## src/rtl/fmul_hp_arbiter_pkg.sv

```systemverilog
// Shared half-precision field widths, arbiter state encoding and the
// packed result layout used by the multiplier arbiter.
package fp_hp_pkg;
  localparam int unsigned HP_SIGN_W = 1;
  localparam int unsigned HP_EXP_W  = 5;
  localparam int unsigned HP_MANT_W = 10;
  localparam int unsigned HP_W      = 16;
  localparam int unsigned HP_BIAS   = 15;

  typedef enum logic [1:0] {
    IDLE,
    CALC,
    RESP
  } state_t;

  typedef struct packed {
    logic                 sign;
    logic [HP_EXP_W-1:0]  exp;
    logic [HP_MANT_W-1:0] mant;
  } hp_t;
endpackage

```

## src/rtl/fmul_hp_arbiter_if.sv

```systemverilog
// Two-requester operand/result bus between FP clients and the arbiter.
interface fmul_hp_arbiter_if;
  import fp_hp_pkg::*;

  logic [1:0]        req_valid;
  logic [1:0]        req_ready;
  logic [2*HP_W-1:0] req_op_a;
  logic [2*HP_W-1:0] req_op_b;
  logic [1:0]        resp_valid;
  logic [1:0]        resp_ready;
  logic [HP_W-1:0]   resp_result;
  logic              resp_ovf;
  logic              busy;

  modport master (
    output req_valid, req_op_a, req_op_b, resp_ready,
    input  req_ready, resp_valid, resp_result, resp_ovf, busy
  );

  modport slave (
    input  req_valid, req_op_a, req_op_b, resp_ready,
    output req_ready, resp_valid, resp_result, resp_ovf, busy
  );
endinterface

```

## src/rtl/fmul_hp_arbiter_fmul.sv

```systemverilog
// Combinational half-precision multiplier: denormals flush to zero,
// round-to-nearest-even, saturates to infinity on exponent overflow.
module FMul_HalfPrecision
  import fp_hp_pkg::*;
(
  input  logic [HP_W-1:0]      A,
  input  logic [HP_W-1:0]      B,
  output logic                 Sign,
  output logic [HP_EXP_W-1:0]  Exponent,
  output logic [HP_MANT_W-1:0] Mantissa,
  output logic                 Exponent_Overflow
);
  logic [21:0] prod;
  logic [20:0] prod_n;
  logic        norm;
  logic        rnd;
  logic [10:0] mant_r;
  logic [6:0]  e_tmp;
  logic [6:0]  e_res;
  logic        zero;
  logic        uflow;

  always_comb begin
    Sign   = A[15] ^ B[15];
    zero   = (A[14:10] == '0) || (B[14:10] == '0);
    prod   = {11'b0, 1'b1, A[9:0]} * {11'b0, 1'b1, B[9:0]};
    norm   = prod[21];
    prod_n = norm ? prod[20:0] : {prod[19:0], 1'b0};
    // guard bit with sticky/lsb tie-break; a carry out bumps the exponent
    rnd    = prod_n[10] & ((|prod_n[9:0]) | prod_n[11]);
    mant_r = {1'b0, prod_n[20:11]} + {10'b0, rnd};
    e_tmp  = {2'b0, A[14:10]} + {2'b0, B[14:10]} + {6'b0, norm} + {6'b0, mant_r[10]};
    e_res  = e_tmp - 7'(HP_BIAS);
    uflow  = (e_tmp <= 7'(HP_BIAS));
    Exponent_Overflow = !zero && !uflow && (e_res >= 7'd31);
    Exponent = '0;
    Mantissa = '0;
    if (zero || uflow) begin
      Exponent = '0;
      Mantissa = '0;
    end else if (Exponent_Overflow) begin
      Exponent = '1;
      Mantissa = '0;
    end else begin
      Exponent = e_res[4:0];
      Mantissa = mant_r[9:0];
    end
  end
endmodule

```

## src/rtl/fmul_hp_arbiter.sv

```systemverilog
// Two-way round-robin arbiter sharing one half-precision multiplier,
// valid/ready on both request and response sides, one op in flight.
module fmul_hp_arbiter
  import fp_hp_pkg::*;
#(
  parameter int unsigned CALC_CYCLES = 1
) (
  input logic               clk,
  input logic               rst_n,
  fmul_hp_arbiter_if.slave  bus
);
  localparam int unsigned CNT_W = (CALC_CYCLES > 1) ? $clog2(CALC_CYCLES) : 1;

  state_t          state;
  logic            prio;
  logic            owner;
  logic            busy_q;
  logic [CNT_W-1:0] calc_cnt;
  logic [HP_W-1:0] op_a_q;
  logic [HP_W-1:0] op_b_q;
  hp_t             result_q;
  logic            ovf_q;
  logic [1:0]      resp_valid_q;

  logic            gnt;
  logic            gnt_vld;
  logic [1:0]      req_ready;
  hp_t             prod;
  logic            prod_ovf;

  // ready is held low during reset even though the state already reads IDLE
  always_comb begin
    gnt       = prio;
    gnt_vld   = 1'b0;
    req_ready = '0;
    if (state == IDLE && rst_n) begin
      if (bus.req_valid[prio]) begin
        gnt     = prio;
        gnt_vld = 1'b1;
      end else if (bus.req_valid[~prio]) begin
        gnt     = ~prio;
        gnt_vld = 1'b1;
      end
    end
    if (gnt_vld) req_ready[gnt] = 1'b1;
  end

  FMul_HalfPrecision u_fmul (
    .A                 (op_a_q),
    .B                 (op_b_q),
    .Sign              (prod.sign),
    .Exponent          (prod.exp),
    .Mantissa          (prod.mant),
    .Exponent_Overflow (prod_ovf)
  );

  always_ff @(posedge clk or negedge rst_n) begin
    if (!rst_n) begin
      state        <= IDLE;
      prio         <= 1'b0;
      owner        <= 1'b0;
      busy_q       <= 1'b0;
      calc_cnt     <= '0;
      op_a_q       <= '0;
      op_b_q       <= '0;
      result_q     <= '0;
      ovf_q        <= 1'b0;
      resp_valid_q <= '0;
    end else begin
      case (state)
        IDLE: if (gnt_vld) begin
          op_a_q   <= gnt ? bus.req_op_a[2*HP_W-1:HP_W] : bus.req_op_a[HP_W-1:0];
          op_b_q   <= gnt ? bus.req_op_b[2*HP_W-1:HP_W] : bus.req_op_b[HP_W-1:0];
          owner    <= gnt;
          calc_cnt <= CNT_W'(CALC_CYCLES - 1);
          busy_q   <= 1'b1;
          state    <= CALC;
        end
        CALC: if (calc_cnt == '0) begin
          result_q     <= prod;
          ovf_q        <= prod_ovf;
          resp_valid_q <= owner ? 2'b10 : 2'b01;
          state        <= RESP;
        end else begin
          calc_cnt <= calc_cnt - CNT_W'(1);
        end
        RESP: if (bus.resp_ready[owner]) begin
          resp_valid_q <= '0;
          prio         <= ~owner;
          busy_q       <= 1'b0;
          state        <= IDLE;
        end
        default: state <= IDLE;
      endcase
    end
  end

  assign bus.req_ready   = req_ready;
  assign bus.resp_valid  = resp_valid_q;
  assign bus.resp_result = result_q;
  assign bus.resp_ovf    = ovf_q;
  assign bus.busy        = busy_q;
endmodule

```

## src/flat_wrapper.sv

```systemverilog
// flat-port wrapper written by rule: the top's interface ports become plain ports
module fmul_hp_arbiter_flat import fp_hp_pkg::*;
#(
  parameter int unsigned CALC_CYCLES = 1
)
  (clk, rst_n, bus_req_valid, bus_req_op_a, bus_req_op_b, bus_resp_ready, bus_req_ready, bus_resp_valid, bus_resp_result, bus_resp_ovf, bus_busy);
  fmul_hp_arbiter_if bus_i ();
  input logic clk;
  input logic rst_n;
  input wire logic [$bits(bus_i.req_valid)-1:0] bus_req_valid;
  input wire logic [$bits(bus_i.req_op_a)-1:0] bus_req_op_a;
  input wire logic [$bits(bus_i.req_op_b)-1:0] bus_req_op_b;
  input wire logic [$bits(bus_i.resp_ready)-1:0] bus_resp_ready;
  output wire logic [$bits(bus_i.req_ready)-1:0] bus_req_ready;
  output wire logic [$bits(bus_i.resp_valid)-1:0] bus_resp_valid;
  output wire logic [$bits(bus_i.resp_result)-1:0] bus_resp_result;
  output wire logic [$bits(bus_i.resp_ovf)-1:0] bus_resp_ovf;
  output wire logic [$bits(bus_i.busy)-1:0] bus_busy;
  assign bus_i.req_valid = bus_req_valid;
  assign bus_i.req_op_a = bus_req_op_a;
  assign bus_i.req_op_b = bus_req_op_b;
  assign bus_i.resp_ready = bus_resp_ready;
  assign bus_req_ready = bus_i.req_ready;
  assign bus_resp_valid = bus_i.resp_valid;
  assign bus_resp_result = bus_i.resp_result;
  assign bus_resp_ovf = bus_i.resp_ovf;
  assign bus_busy = bus_i.busy;
  fmul_hp_arbiter #(.CALC_CYCLES(CALC_CYCLES)) u_core (.clk(clk), .rst_n(rst_n), .bus(bus_i));
endmodule
```

## config.mk

```make
export PLATFORM = sky130hd
export DESIGN_NAME = fmul_hp_arbiter_flat
export DESIGN_NICKNAME = d
export VERILOG_FILES = /design/src/rtl/fmul_hp_arbiter_pkg.sv /design/src/rtl/fmul_hp_arbiter_if.sv /design/src/rtl/fmul_hp_arbiter_fmul.sv /design/src/rtl/fmul_hp_arbiter.sv /design/src/flat_wrapper.sv
export SDC_FILE = /design/constraint.sdc
export NUM_CORES = 1
export LEC_CHECK = 0
export BUFFER_PORTS_ARGS = -buffer_cell sky130_fd_sc_hd__buf_2
export CORE_MARGIN = 4
export CORE_UTILIZATION = 45
export CTS_BUF_LIST = sky130_fd_sc_hd__clkbuf_2
export DETAILED_ROUTE_END_ITERATION = 10
export SLEW_MARGIN = 40
export SYNTH_ARGS = -nofsm -noshare
export SYNTH_HDL_FRONTEND = slang
export SYNTH_SLANG_ARGS = --single-unit
```

## constraint.sdc

```tcl
create_clock -name clk -period 10 [get_ports clk]
set_input_delay 2 -clock clk [delete_from_list [all_inputs] [get_ports clk]]
set_output_delay 2 -clock clk [all_outputs]
set_load 0.05 [all_outputs]
```

## Word level (Yosys, flattened, before mapping)

Cells that the tools add are included.
Widths: inputs -> output; s select.

| word-level totals | value |
|---|---|
| output and inout port bits | 22 |
| register bits after elaboration | 57 |

| cells by class | value |
|---|---|
| bitwise logic cells | 6 |
| $add $sub $neg | 6 |
| $lt $le $gt $ge | 7 |
| equality and inequality tests | 5 |
| reductions and logical operators | 22 |
| mux-type cells | 35 |
| $mul | 1 |

Operator list:

| cell | number |
|---|---|
| $mux 16 | 2 |
| $mul 11x11->22 | 1 |
| $mux 21 | 1 |
| $mux 10 | 2 |
| $mux 1 | 17 |
| $mux 2 | 6 |
| $add 10x1->11 | 1 |
| $logic_not 5->1 | 2 |
| $mux 5 | 2 |
| $reduce_or 10->1 | 1 |
| $reduce_and 3->1 | 3 |
| $lt 1x2->1 const B | 4 |
| $reduce_and 2->1 | 4 |
| $add 6x1->7 | 1 |
| $add 7x1->7 | 1 |
| $ge 7x5->1 const B | 1 |
| $le 7x4->1 const B | 1 |
| $sub 7x4->7 const B | 1 |
| $add 5x5->6 | 1 |
| $pmux 2 s3 | 1 |
| $reduce_bool 2->1 | 3 |
| $logic_and 1x1->1 | 4 |
| $ne 2x1->1 const B | 2 |
| $pmux 1 s2 | 2 |
| other kinds (14) | 18 |

## Logic depth before layout (Yosys ltp)

Gate-level depths: netlist of run 1.

| logic depth | value |
|---|---|
| depth after elaboration | 13 |
| depth in mapped cells | 42 |
| mapped depth without buffers | 39 |

## Hierarchy

A second synthesis of run 1 with hierarchy kept.

| second synthesis, totals | value |
|---|---|
| cell total of the unflattened synthesis | 862 |
| area, all modules | 7,702.4 um2 |

By module, submodules not included:

| module | cells each | sequential area each (um2) | instances | area each (um2) |
|---|---|---|---|---|
| FMul_HalfPrecision | 645 | 0.0 | 1 | 5,207.5 |
| fmul_hp_arbiter | 217 | 1,401.3 | 1 | 2,494.9 |

## Worst setup path after synthesis of run 1

OpenSTA, ideal clock, no wires.

| timing | value |
|---|---|
| path kind | register -> register |
| from | reg u_core.op_b_q[9] |
| to | reg u_core.result_q, in the netlist u_core.bus.resp_result[5] |
| stages on the path, launching flop included | 39 |
| arrival | 9.126 ns |
| setup slack | 0.763 ns |
| required time | 9.890 ns |
| buffers on the path | 3 |
| clock period less this slack | 9.237 ns |
| cells stage by stage | dfrtp_1 > clkbuf_1 > and2_1 > fa_1 > inv_1 > fa_1 > inv_1 > fa_1 > fa_1 > inv_1 > fa_1 > inv_1 > ha_1 > clkbuf_2 > a21o_1 > a31o_2 > a22oi_1 > a21o_1 > [... 3 more ...] > a21oi_1 > ha_1 > nand3_1 > a2111oi_2 > nand3_1 > nor3_1 > a21oi_1 > ha_1 > ha_1 > inv_1 > fa_1 > nand2b_1 > a21oi_1 > mux2_2 > a311oi_1 > o221a_2 > inv_1 > o41ai_1 |

| on the way | value |
|---|---|
| cells in the longest elaborated chain, start to end | 13 |
| elaborated cells between the ends (all ways) | 17 |

RTL lines:

| item | RTL line | text |
|---|---|---|
| start: declaration | fmul_hp_arbiter.sv:20 | `logic [HP_W-1:0] op_b_q;` |
| start signal: assignment | fmul_hp_arbiter.sv:73 | `op_b_q <= gnt ? bus.req_op_b[2*HP_W-1:HP_W] : bus.req_op_b[HP_W-1:0];` |
| $mul 11x11->22 * | fmul_hp_arbiter_fmul.sv:26 | `prod = {11'b0, 1'b1, A[9:0]} * {11'b0, 1'b1, B[9:0]};` |
| branches (longest 11 deep; another with $add 10x1->11) | - |  |
| $mux 10 * | fmul_hp_arbiter_fmul.sv:38 | `if (zero \|\| uflow) begin` |
| end signal: assignment | fmul_hp_arbiter.sv:80 | `result_q <= prod;` |
| end: declaration | fmul_hp_arbiter.sv:21 | `hp_t result_q;` |

Mark *: on every way between the ends.
A chain may end at the register's enable or synchronous reset.

## Final worst setup path of run 1

| timing | value |
|---|---|
| from | reg u_core.op_a_q[2] |
| to | reg u_core.result_q, in the netlist u_core.bus.resp_result[5] |

| on the way | value |
|---|---|
| cells in the longest elaborated chain, start to end | 13 |
| elaborated cells between the ends (all ways) | 17 |

RTL lines:

| item | RTL line | text |
|---|---|---|
| start: declaration | fmul_hp_arbiter.sv:19 | `logic [HP_W-1:0] op_a_q;` |
| start signal: assignment | fmul_hp_arbiter.sv:72 | `op_a_q <= gnt ? bus.req_op_a[2*HP_W-1:HP_W] : bus.req_op_a[HP_W-1:0];` |
| $mul 11x11->22 * | fmul_hp_arbiter_fmul.sv:26 |  |
| branches (longest 11 deep; another with $add 10x1->11) | - |  |
| $mux 10 * | fmul_hp_arbiter_fmul.sv:38 |  |

Marks and branches as above.

==> results of run 1 <==
## registers in the layout (all words and copies together), names as in the netlist
register,cells
u_core.bus.busy,1
u_core.bus.resp_result,16
u_core.owner,1
u_core.prio,1
u_core.op_b_q,16
u_core.state,2
u_core.bus.resp_valid,2
u_core.op_a_q,16
u_core.bus.resp_ovf,1
## cells in the mapped netlist, drive strengths merged, types with 4 or more instances
library cell	number	share of area
a21oi	56	0.036
a31o	4	0.0045
dfrtp	56	0.18
and2	49	0.040
nand2b	8	0.0064
o211ai	5	0.0048
ha	72	0.12
nand3	19	0.012
nor3	11	0.0071
o31ai	4	0.0038
nor2	64	0.031
a2111oi	4	0.0061
xnor2	16	0.019
nor4	5	0.0040
a31oi	6	0.0048
nor2b	4	0.0032
o21ai	29	0.019
buf	5	0.0040
and3	8	0.0064
fa	81	0.21
inv	128	0.062
a211oi	11	0.012
nand2	96	0.046
nand4	9	0.0072
or2	6	0.0048
clkbuf	42	0.020
mux2i	37	0.047
a21o	10	0.0096
## stage by stage
| step | cell area [sq um] | instances | hold WS, ns |
|---|---|---|---|
| after floorplan | 7804 | 912 | 0.4757 |
| after global placement | 8451 | 1189 | 0.4579 |
| after detailed placement | 8516 | 1191 | 0.4634 |
| after CTS | 8559 | 1199 | 0.5207 |
| after global routing | 8667 | 1207 | 0.5461 |
| final | 8667 | 1207 | 0.5129 |
## final timing paths
check	slack, ns	cells past startpoint	end	from
setup / recovery	0.51	35	u_core.bus.resp_result[5]	u_core.op_a_q[2]
hold / removal	0.51	1	u_core.bus.busy	u_core.bus.busy
setup reg to reg	0.51	35	u_core.bus.resp_result[5]	u_core.op_a_q[2]
hold reg to reg	0.51	1	u_core.bus.busy	u_core.bus.busy
max in group asynchronous	7.89	2	u_core.op_b_q[8]	rst_n
min in group asynchronous	1.58	2	u_core.bus.resp_result[2]	rst_n
## what timing repair did
item                                    CTS  global route
endpoints found under the setup margin    0            16
hold buffers                              0             0
setup buffers                             0             7
gates resized for setup                   0            19
## worst max-delay path: cells and delay by family, from the launching register on
family,cells,cell delay [ns]
AOI/OAI and AO/OA,11,2.79
adders and majority gates,10,4.04
buffers and inverters,6,0.36
DFF,1,0.53
muxes,1,0.39
and+or+nand+nor,7,1.26
## metal layers
layer / global-route usage / vias to the layer above / wire length, um
met1: 0.2741 / 3173 / 8569
met4: 0.04793 / 0 / 362
met3: 0.01852 / 19 / 501
met5: 0 / - / 0
li1: - / 3199 / -
met2: 0.3112 / 124 / 9201
## area by class of cell
cell class                 instances  area (sq um)  share of cell area
tap                              220         275.3             0.03176
inverter                         128         480.5             0.05544
clock inverter                     2         13.76            0.001588
clock buffer                       6         30.03            0.003465
sequential                        56          1416              0.1634
timing repair buffer             113         660.6             0.07622
multi-input combinational        681          5788              0.6678
antenna                            1         2.502           0.0002887
## logic make-up after synthesis
| group | count (synthesis) | share of synthesized area |
|---|---|---|
| AOI/OAI and AO/OA | 171 | 0.1467 |
| xor gates and xnor gates | 20 | 0.02517 |
| adders and majority gates | 153 | 0.3232 |
| buffers and inverters | 175 | 0.08594 |
| DFF | 56 | 0.1796 |
| muxes | 39 | 0.05035 |
| and+or+nand+nor | 298 | 0.1890 |
==> flow_summary.html, run 1 <==
<table>
<tr><th>Metric</th><th>Value</th></tr>
<tr><th colspan="2">Critical path</th></tr>
<tr><td>Worst-path cell with the longest stage delay</td><td>sky130_fd_sc_hd__fa_1</td></tr>
<tr><td>Element type at the critical path end</td><td>flop</td></tr>
<tr><td>Maximum cell stage delay along the critical path</td><td>between 0.5 and 0.6 ns</td></tr>
<tr><td>Type of the setup path with the least slack</td><td>flop to flop</td></tr>
<tr><td>Data arrival time of the critical path</td><td>between 9 and 10 ns</td></tr>
<tr><td>Startpoint types</td><td>flop</td></tr>
<tr><td>Required @ worst endpoint</td><td>~10 ns</td></tr>
<tr><td>Crit-path max FO</td><td>8</td></tr>
<tr><th colspan="2">Detailed routing</th></tr>
<tr><td>Overall routed net length</td><td>between 15 and 20 mm</td></tr>
<tr><td>Via count</td><td>about 6.5k</td></tr>
<tr><td>Post-route DRC violation count</td><td>0</td></tr>
<tr><td>Post-detailed-route count of antenna-violating nets</td><td>0</td></tr>
<tr><td>TritonRoute pass-1 iters</td><td>5</td></tr>
<tr><td>Vias per inst</td><td>5.398</td></tr>
<tr><td>Initial DRC Count</td><td>341</td></tr>
<tr><td>Wirelength per Cell</td><td>around 15 um</td></tr>
<tr><th colspan="2">STA</th></tr>
<tr><td>RSZ-0062 raised after global routing</td><td>no</td></tr>
<tr><td>Final setup margin</td><td>between 0.5 and 0.6 ns</td></tr>
<tr><td>Worst-margin pin slew</td><td>around 0.7 ns</td></tr>
<tr><td>Setup-failing EPs final</td><td>0</td></tr>
<tr><td>Setup_tns</td><td>0 ns</td></tr>
<tr><td>Worst relative slew slack</td><td>0.5213</td></tr>
<tr><td>Final critical-path share of the clock period</td><td>0.9493</td></tr>
<tr><td>Fin. max-slew vios</td><td>0</td></tr>
<tr><td>Highest attainable clock frequency</td><td>approximately 110 MHz</td></tr>
<tr><td>Count of endpoints failing hold in the final timing report</td><td>0</td></tr>
<tr><td>Shortest clock period the worst path allows after layout</td><td>9.493 ns</td></tr>
<tr><td>Setup skew after layout</td><td>roughly 0.032 ns</td></tr>
<tr><th colspan="2">Yosys</th></tr>
<tr><td>Distinct cell type count after synthesis</td><td>74</td></tr>
<tr><td>Proportion of register bits with asynchronous set or reset after synthesis</td><td>1.000</td></tr>
<tr><td>Net count after synthesis</td><td>approximately 1.1k</td></tr>
<tr><td>Number of synthesized flops with an enable pin</td><td>0</td></tr>
<tr><td>Top_reg_cell synth</td><td>sky130_fd_sc_hd__dfrtp_1</td></tr>
<tr><td>Mapped Cells</td><td>912</td></tr>
<tr><td>Register bit total from synthesis</td><td>56</td></tr>
<tr><td>Yosys Warn Count</td><td>0</td></tr>
<tr><td>Proportion of synthesized chip area in sequential cells</td><td>0.1796</td></tr>
<tr><td>Post-synth design cell area</td><td>0.007804 sq mm</td></tr>
<tr><td>Syn avg cell area</td><td>around 8.6 sq um</td></tr>
<tr><th colspan="2">Layout</th></tr>
<tr><td>Nets</td><td>~1.2k</td></tr>
<tr><td>Area growth from synthesis to final layout</td><td>11.06%</td></tr>
<tr><td>Post-route core utilization</td><td>0.5171</td></tr>
<tr><td>Number of fill cells in the layout</td><td>about 1.6k</td></tr>
<tr><td>Fraction of final layout cells with drive strength greater than 1</td><td>0.1673</td></tr>
<tr><td>Most common cell after layout, fill and taps aside</td><td>sky130_fd_sc_hd__inv_1</td></tr>
<tr><td>Leading cell types in the layout, fill and taps excluded</td><td>sky130_fd_sc_hd__inv_1 (128), sky130_fd_sc_hd__nand2_1 (96), sky130_fd_sc_hd__buf_2 (91)</td></tr>
<tr><th colspan="2">Clock network</th></tr>
<tr><td>Clock edge transition at the registers on the reported setup and hold paths</td><td>approximately 0.30 ns</td></tr>
<tr><td>Max Root-Sink Buffers</td><td>2</td></tr>
<tr><td>Max H-tree Level</td><td>2</td></tr>
<tr><td>Clock tree from TritonCTS</td><td>yes</td></tr>
<tr><td>Total clock sinks</td><td>56</td></tr>
<tr><td>Total CTS buffers</td><td>5</td></tr>
<tr><td>Clock tree root driver cell</td><td>sky130_fd_sc_hd__clkbuf_2</td></tr>
<tr><td>Skew-Pair Late Insertion Delay</td><td>0.49 ns</td></tr>
<tr><th colspan="2">Global route</th></tr>
<tr><td>Initial antenna violation count</td><td>1</td></tr>
<tr><td>Total routing resource utilization after global routing</td><td>0.1908</td></tr>
<tr><td>First-pass GRT wire length</td><td>roughly 31 mm</td></tr>
<tr><td>Remaining global-route overflow</td><td>0</td></tr>
<tr><td>Pin count of the biggest net entering global routing</td><td>68</td></tr>
<tr><td>Via count of the first global-routing pass</td><td>a little over 6k</td></tr>
<tr><th colspan="2">Die</th></tr>
<tr><td>Die area</td><td>0.01951 sq mm</td></tr>
<tr><td>Chip Height</td><td>roughly 140 um</td></tr>
<tr><td>Overall die width</td><td>roughly 140 um</td></tr>
<tr><td>Standard-cell rows</td><td>between 40 and 50</td></tr>
<tr><td>I/O pin total</td><td>92</td></tr>
<tr><td>Effective utilization at floorplan</td><td>0.4656</td></tr>
<tr><td>Area of the placeable core</td><td>~0.017 sq mm</td></tr>
<tr><th colspan="2">Placed design</th></tr>
<tr><td>Count of buffers inserted at the top-level ports</td><td>91</td></tr>
<tr><td>Post-detailed-placement half-perimeter wirelength</td><td>15.22 mm</td></tr>
<tr><td>Pre-CTS setup slack</td><td>roughly 0.10 ns</td></tr>
<tr><td>Gp weighted congestion</td><td>0.9027</td></tr>
<tr><th colspan="2">Job</th></tr>
<tr><td>Maxcap violations</td><td>0</td></tr>
<tr><th colspan="2">Status</th></tr>
<tr><td>Run status</td><td>finished clean</td></tr>
<tr><th colspan="2">Min path</th></tr>
<tr><td>Worst min path class</td><td>flop to flop</td></tr>
</table>
Power of run 1 is left out: the tool's default activity adds up to more than one toggle a clock period on the data nets, which glitch-free logic cannot reach.
==> inputs of run 2 (changes only) <==
REMOVE_ABC_BUFFERS = 1   (was unset)
==> run 2 against run 1 <==
Net effect: worst setup slack better by 0.15 ns; via count down 1.7%; sequential share of layout area about the same; die area unchanged; register-to-register slack better by 0.15 ns; global-route usage down 0.80 points; cell count down 0.25%; critical path depth up 4; non-clock buffer count down 3; wire length down 6.1%.
==> flow_summary.html, run 2 (synthesized netlist as in run 1, its figures left out) <==
<table>
<tr><th>Metric</th><th>Value</th></tr>
<tr><th colspan="2">Status</th></tr>
<tr><td>Run status</td><td>finished clean</td></tr>
<tr><th colspan="2">Clock network</th></tr>
<tr><td>Post-cts hold buffer count</td><td>0 (unchanged)</td></tr>
<tr><td>Clock tree from TritonCTS</td><td>yes</td></tr>
<tr><td>Skew-Pair Late Insertion Delay</td><td>0.53 ns (+0.04 ns)</td></tr>
<tr><td>Max Root-Sink Buffers</td><td>2 (unchanged)</td></tr>
<tr><td>Total CTS buffers</td><td>5 (unchanged)</td></tr>
<tr><td>Max H-tree Level</td><td>2 (unchanged)</td></tr>
<tr><td>Clock edge transition at the registers on the reported setup and hold paths</td><td>0.33 ns (+0.03 ns)</td></tr>
<tr><td>Total clock sinks</td><td>56 (unchanged)</td></tr>
<tr><td>Clock tree root driver cell</td><td>sky130_fd_sc_hd__clkbuf_2</td></tr>
<tr><th colspan="2">Detailed routing</th></tr>
<tr><td>Wirelength per Cell</td><td>14.53 um (-5.9%)</td></tr>
<tr><td>Via count</td><td>6403 (-1.7%)</td></tr>
<tr><td>Post-detailed-route count of antenna-violating nets</td><td>0 (unchanged)</td></tr>
<tr><td>Initial DRC Count</td><td>275 (-19%)</td></tr>
<tr><td>Vias per inst</td><td>5.318 (-1.5%)</td></tr>
<tr><td>Overall routed net length</td><td>17.50 mm (-6.1%)</td></tr>
<tr><td>Post-route DRC violation count</td><td>0 (unchanged)</td></tr>
<tr><td>TritonRoute pass-1 iters</td><td>5 (unchanged)</td></tr>
<tr><th colspan="2">Critical path</th></tr>
<tr><td>Required @ worst endpoint</td><td>10.43 ns (+0.02 ns)</td></tr>
<tr><td>Logic depth of the worst register-to-register path</td><td>39 (+11%)</td></tr>
<tr><td>Type of the setup path with the least slack</td><td>flop to flop</td></tr>
<tr><td>Element type at the critical path end</td><td>flop</td></tr>
<tr><td>Startpoint types</td><td>flop</td></tr>
<tr><td>Crit-path max FO</td><td>8 (unchanged)</td></tr>
<tr><td>Data arrival time of the critical path</td><td>9.77 ns (-0.13 ns)</td></tr>
<tr><td>Worst-path cell with the longest stage delay</td><td>sky130_fd_sc_hd__fa_1</td></tr>
<tr><td>Critical R2R Capture</td><td>u_core.bus.resp_result[7]</td></tr>
<tr><td>Startpoint of the most critical setup path</td><td>u_core.op_b_q[9]</td></tr>
<tr><td>Maximum cell stage delay along the critical path</td><td>0.55 ns (about the same)</td></tr>
<tr><td>Launching point of the worst reg2reg path</td><td>u_core.op_b_q[9]</td></tr>
<tr><td>Reg2Reg Setup Slack</td><td>0.66 ns (+0.15 ns)</td></tr>
<tr><td>Endpoint of the most critical setup path</td><td>u_core.bus.resp_result[7]</td></tr>
<tr><th colspan="2">Die</th></tr>
<tr><td>Area of the placeable core</td><td>0.01676 sq mm (unchanged)</td></tr>
<tr><td>Die area</td><td>0.01951 sq mm (unchanged)</td></tr>
<tr><td>Standard-cell rows</td><td>47 (unchanged)</td></tr>
<tr><td>Overall die width</td><td>139.7 um (unchanged)</td></tr>
<tr><td>Chip Height</td><td>139.7 um (unchanged)</td></tr>
<tr><td>Effective utilization at floorplan</td><td>0.4656 (unchanged)</td></tr>
<tr><td>I/O pin total</td><td>92 (unchanged)</td></tr>
<tr><th colspan="2">STA</th></tr>
<tr><td>Worst relative slew slack</td><td>0.4567 (-0.06461)</td></tr>
<tr><td>Final critical-path share of the clock period</td><td>0.9339 (-0.01537)</td></tr>
<tr><td>Count of endpoints failing hold in the final timing report</td><td>0 (unchanged)</td></tr>
<tr><td>RSZ-0062 raised after global routing</td><td>no</td></tr>
<tr><td>Shortest clock period the worst path allows after layout</td><td>9.339 ns (-0.1537 ns)</td></tr>
<tr><td>Final setup margin</td><td>0.6610 ns (+0.1537 ns)</td></tr>
<tr><td>Fin. max-slew vios</td><td>0 (unchanged)</td></tr>
<tr><td>Worst-margin pin slew</td><td>0.8130 ns (+0.1014 ns)</td></tr>
<tr><td>Setup_tns</td><td>0 ns (unchanged)</td></tr>
<tr><td>Highest attainable clock frequency</td><td>107.1 MHz (+1.6%)</td></tr>
<tr><td>Setup-failing EPs final</td><td>0 (unchanged)</td></tr>
<tr><td>Setup skew after layout</td><td>0.02511 ns (-0.007240 ns)</td></tr>
<tr><td>Hold WS</td><td>0.5148 ns (+0.001934 ns)</td></tr>
<tr><th colspan="2">Min path</th></tr>
<tr><td>Worst min path class</td><td>flop to flop</td></tr>
<tr><td>Start point of the worst hold path</td><td>u_core.bus.resp_result[5]</td></tr>
<tr><th colspan="2">Placed design</th></tr>
<tr><td>Pre-CTS setup slack</td><td>0.3290 ns (+0.2246 ns)</td></tr>
<tr><td>Count of buffers inserted at the top-level ports</td><td>91 (unchanged)</td></tr>
<tr><td>Gp weighted congestion</td><td>0.8521 (-5.6%)</td></tr>
<tr><td>Post-detailed-placement half-perimeter wirelength</td><td>14.41 mm (-5.3%)</td></tr>
<tr><th colspan="2">Layout</th></tr>
<tr><td>Nets</td><td>1205 (-0.25%)</td></tr>
<tr><td>Leading cell types in the layout, fill and taps excluded</td><td>sky130_fd_sc_hd__inv_1 (128), sky130_fd_sc_hd__nand2_1 (96), sky130_fd_sc_hd__buf_2 (91)</td></tr>
<tr><td>Fraction of final layout cells with drive strength greater than 1</td><td>0.1648 (-0.002541)</td></tr>
<tr><td>Area growth from synthesis to final layout</td><td>10.79%</td></tr>
<tr><td>Most common cell after layout, fill and taps aside</td><td>sky130_fd_sc_hd__inv_1</td></tr>
<tr><th colspan="2">Global route</th></tr>
<tr><td>Remaining global-route overflow</td><td>0 (unchanged)</td></tr>
<tr><td>Via count of the first global-routing pass</td><td>6262 (+0.63%)</td></tr>
<tr><td>First-pass GRT wire length</td><td>30.06 mm (-2.9%)</td></tr>
<tr><td>Total routing resource utilization after global routing</td><td>0.1827 (-0.008031)</td></tr>
<tr><td>Initial antenna violation count</td><td>1 (unchanged)</td></tr>
<tr><td>Pin count of the biggest net entering global routing</td><td>69 (+1.5%)</td></tr>
<tr><th colspan="2">Job</th></tr>
<tr><td>Maxcap violations</td><td>0 (unchanged)</td></tr>
</table>
[run 2: cell types whose count changed in the layout (fill, tap and decap cells not counted), sizes merged]
cell,delta
buf,-3
clkinvlp,+1
clkbuf,-1
clkinv,-1
inv,+1
[run 2: timing repair]
action,in CTS,in global routing
endpoints found under the hold margin,0,0
endpoints found under the setup margin,0,16
resized for setup,0,18
buffers inserted,0,2
[run 2: worst max-delay path: cells and delay by family (launching register included)]
family / cells / cell delay (ns)
DFF: 1 / 0.52
AOI/OAI and AO/OA: 12 / 2.39
and+or+nand+nor: 9 / 1.40
adders and majority gates: 11 / 4.47
buffers and inverters: 7 / 0.43
[run 2: layer usage]
metal,track usage,vias up,share of wire
li1,-,3194,-
met1,0.2552,3116,0.46
met2,0.3105,83,0.51
met3,0.01818,10,0.028
met4,0.03672,0,0.011
met5,0,-,0
[run 2: worst min-delay path by stage]
stage                                       to  slack [ns]  cells after the start
floorplan             u_core.bus.resp_valid[1]        0.48                      1
global placement    u_core.bus.resp_result[13]        0.46                      2
detailed placement   u_core.bus.resp_result[5]        0.46                      2
CTS                  u_core.bus.resp_result[5]        0.52                      2
global route        u_core.bus.resp_result[13]        0.55                      2
finish               u_core.bus.resp_result[5]        0.51                      2
[run 2: cell type report]
cell class	instances	area [sq um]
Fill cell	1647	8114
Multi-Input combinational cell	681	5797
Sequential cell	56	1415
Timing Repair Buffer	110	625.6
Inverter	128	480.5
Tap cell	220	275.3
Clock buffer	5	25.02
Clock inverter	3	25.02
Antenna cell	1	2.502
[run 2: metrics by stage]
stage | area (sq um) | cells | utilization
2_1_floorplan | 7614 | 865 | -
3_3_place_gp | 8458 | 1190 | 0.5047
3_5_place_dp | 8497 | 1192 | 0.5070
4_1_cts | 8547 | 1200 | 0.5100
5_1_grt | 8646 | 1204 | 0.5159
6_report | 8646 | 1204 | 0.5159
Power of run 2 is left out for the same reason.
==> inputs of run 3 (changes only) <==
CORE_ASPECT_RATIO = 2   (was unset)
==> run 3 against run 2 <==
Net effect: global-route usage grew 3.4 points; worst hold slack gained 0.0082 ns; wire length grew 18%; critical path depth is the same; first-iteration DRC count shrank 15%; clock skew grew 0.0011 ns; cell count shrank 0.83%; worst setup slack lost 0.078 ns; highest routed layer unchanged.
==> flow_summary.html, run 3 (synthesized netlist as in run 1, its figures left out) <==
<table>
<tr><th>Metric</th><th>Value</th></tr>
<tr><th colspan="2">Detailed routing</th></tr>
<tr><td>Post-route DRC violation count</td><td>0 (unchanged)</td></tr>
<tr><td>TritonRoute pass-1 iters</td><td>4 (-1)</td></tr>
<tr><td>Wirelength per Cell</td><td>17.28 um (+19%)</td></tr>
<tr><td>Overall routed net length</td><td>20.63 mm (+18%)</td></tr>
<tr><td>Initial DRC Count</td><td>233 (-15%)</td></tr>
<tr><td>Via count</td><td>6636 (+3.6%)</td></tr>
<tr><td>Vias per inst</td><td>5.558 (+4.5%)</td></tr>
<tr><td>Post-detailed-route count of antenna-violating nets</td><td>0 (unchanged)</td></tr>
<tr><th colspan="2">STA</th></tr>
<tr><td>Final critical-path share of the clock period</td><td>0.9417 (+0.007768)</td></tr>
<tr><td>Count of endpoints failing hold in the final timing report</td><td>0 (unchanged)</td></tr>
<tr><td>Fin. max-slew vios</td><td>0 (unchanged)</td></tr>
<tr><td>Worst relative slew slack</td><td>0.4878 (+0.03112)</td></tr>
<tr><td>Setup_tns</td><td>0 ns (unchanged)</td></tr>
<tr><td>Highest attainable clock frequency</td><td>106.2 MHz (-0.82%)</td></tr>
<tr><td>Setup skew after layout</td><td>0.02617 ns (+0.001061 ns)</td></tr>
<tr><td>Worst-margin pin slew</td><td>0.7490 ns (-0.06399 ns)</td></tr>
<tr><td>RSZ-0062 raised after global routing</td><td>no</td></tr>
<tr><td>Setup-failing EPs final</td><td>0 (unchanged)</td></tr>
<tr><td>Shortest clock period the worst path allows after layout</td><td>9.417 ns (+0.07768 ns)</td></tr>
<tr><th colspan="2">Critical path</th></tr>
<tr><td>Total buffers and inverters traversed by the critical path</td><td>7 (unchanged)</td></tr>
<tr><td>Crit-path max FO</td><td>8 (unchanged)</td></tr>
<tr><td>Logic depth of the worst register-to-register path</td><td>39 (unchanged)</td></tr>
<tr><td>Element type at the critical path end</td><td>flop</td></tr>
<tr><td>Reg2Reg Setup Slack</td><td>0.58 ns (-0.08 ns)</td></tr>
<tr><td>Launching point of the worst reg2reg path</td><td>u_core.op_b_q[8]</td></tr>
<tr><td>Data arrival time of the critical path</td><td>9.87 ns (+0.10 ns)</td></tr>
<tr><td>Type of the setup path with the least slack</td><td>flop to flop</td></tr>
<tr><td>Maximum cell stage delay along the critical path</td><td>0.55 ns (about the same)</td></tr>
<tr><td>Worst-path cell with the longest stage delay</td><td>sky130_fd_sc_hd__fa_1</td></tr>
<tr><td>Crit. path cell count</td><td>39 (unchanged)</td></tr>
<tr><td>Startpoint types</td><td>flop</td></tr>
<tr><td>Endpoint of the most critical setup path</td><td>u_core.bus.resp_result[7]</td></tr>
<tr><td>Required @ worst endpoint</td><td>10.45 ns (+0.02 ns)</td></tr>
<tr><td>Family with the most delay on the worst path</td><td>adder cells</td></tr>
<tr><td>Startpoint of the most critical setup path</td><td>u_core.op_b_q[8]</td></tr>
<tr><td>Critical R2R Capture</td><td>u_core.bus.resp_result[7]</td></tr>
<tr><th colspan="2">Layout</th></tr>
<tr><td>Most common cell after layout, fill and taps aside</td><td>sky130_fd_sc_hd__inv_1</td></tr>
<tr><td>Leading cell types in the layout, fill and taps excluded</td><td>sky130_fd_sc_hd__inv_1 (128), sky130_fd_sc_hd__nand2_1 (96), sky130_fd_sc_hd__buf_2 (91)</td></tr>
<tr><td>Fraction of final layout cells with drive strength greater than 1</td><td>0.1643 (-0.0005014)</td></tr>
<tr><td>Area growth from synthesis to final layout</td><td>10.34%</td></tr>
<tr><td>Nets</td><td>1208 (+0.25%)</td></tr>
<tr><th colspan="2">Clock network</th></tr>
<tr><td>Clock tree from TritonCTS</td><td>yes</td></tr>
<tr><td>Max Root-Sink Buffers</td><td>2 (unchanged)</td></tr>
<tr><td>Max H-tree Level</td><td>2 (unchanged)</td></tr>
<tr><td>Clock tree root driver cell</td><td>sky130_fd_sc_hd__clkbuf_2</td></tr>
<tr><td>Clock edge transition at the registers on the reported setup and hold paths</td><td>0.32 ns (about the same)</td></tr>
<tr><td>Skew-Pair Late Insertion Delay</td><td>0.55 ns (+0.02 ns)</td></tr>
<tr><td>Total clock sinks</td><td>56 (unchanged)</td></tr>
<tr><td>Total CTS buffers</td><td>5 (unchanged)</td></tr>
<tr><th colspan="2">Die</th></tr>
<tr><td>I/O pin total</td><td>92 (unchanged)</td></tr>
<tr><td>Standard-cell rows</td><td>67 (+43%)</td></tr>
<tr><td>Overall die width</td><td>101.1 um (-28%)</td></tr>
<tr><td>Chip Height</td><td>194.2 um (+39%)</td></tr>
<tr><td>Die area</td><td>0.01964 sq mm (+0.66%)</td></tr>
<tr><td>Area of the placeable core</td><td>0.01693 sq mm (+1.0%)</td></tr>
<tr><td>Effective utilization at floorplan</td><td>0.4608 (-0.004782)</td></tr>
<tr><th colspan="2">Status</th></tr>
<tr><td>Run status</td><td>finished clean</td></tr>
<tr><th colspan="2">Min path</th></tr>
<tr><td>Worst min path class</td><td>flop to flop</td></tr>
<tr><th colspan="2">Placed design</th></tr>
<tr><td>Gp weighted congestion</td><td>0.8822 (+3.5%)</td></tr>
<tr><td>Post-detailed-placement half-perimeter wirelength</td><td>17.06 mm (+18%)</td></tr>
<tr><td>Count of buffers inserted at the top-level ports</td><td>91 (unchanged)</td></tr>
<tr><th colspan="2">Job</th></tr>
<tr><td>Maxcap violations</td><td>0 (unchanged)</td></tr>
<tr><th colspan="2">Global route</th></tr>
<tr><td>Remaining global-route overflow</td><td>0 (unchanged)</td></tr>
<tr><td>Pin count of the biggest net entering global routing</td><td>68 (-1.4%)</td></tr>
<tr><td>Via count of the first global-routing pass</td><td>7044 (+12%)</td></tr>
<tr><td>Total routing resource utilization after global routing</td><td>0.2169 (+0.03419)</td></tr>
<tr><td>First-pass GRT wire length</td><td>33.96 mm (+13%)</td></tr>
<tr><td>Initial antenna violation count</td><td>1 (unchanged)</td></tr>
</table>
## run 3: repair_timing
| action | in CTS | in global routing |
|---|---|---|
| endpoints found under the setup margin | 0 | 15 |
| endpoints found under the hold margin | 0 | 0 |
| buffers inserted | 0 | 5 |
| hold buffers | 0 | 0 |
| gates resized for setup | 0 | 15 |
## run 3: metrics by stage
step	worst slack (ns)	cell area [sq um]	util	cells	hold slack (ns)
after floorplan	0.9230	7614	-	865	0.4757
after global placement	0.5225	8464	0.4999	1180	0.4598
after detailed placement	0.2438	8473	0.5004	1180	0.4687
after CTS	0.1744	8524	0.5034	1188	0.5282
after global routing	0.05077	8611	0.5085	1194	0.5512
final	0.5833	8611	0.5085	1194	0.5230
## run 3: per-layer routing
metal / part of all wire / global-route usage
met4: 0.046 / 0.09961
met1: 0.33 / 0.2183
met5: 0 / 0
met2: 0.60 / 0.4271
met3: 0.024 / 0.01837
## run 3: worst min path at each step
stage / depth (start not counted) / startpoint / end
floorplan: 1 / u_core.state[1] / u_core.bus.resp_valid[1]
global placement: 2 / u_core.bus.resp_result[11] / u_core.bus.resp_result[11]
detailed placement: 1 / u_core.bus.busy / u_core.bus.busy
CTS: 1 / u_core.bus.busy / u_core.bus.busy
global route: 1 / u_core.bus.busy / u_core.bus.busy
finish: 1 / u_core.bus.busy / u_core.bus.busy
## run 3: area by class of cell
cell class	count	area, sq um
fill	1682	8323
multi-input combinational	681	5783
sequential	56	1414
timing repair buffer	113	620.6
inverter	128	480.5
tap	207	259.0
clock inverter	3	26.28
clock buffer	5	25.02
antenna	1	2.502
## run 3: worst register-to-register path, delay by kind of cell (launching register included)
family,cells,cell delay (ns)
buffers and inverters,7,0.52
AOI/OAI and AO/OA,12,2.48
DFF,1,0.53
and+or+nand+nor,9,1.29
adders and majority gates,11,4.52
Power of run 3 is left out for the same reason.
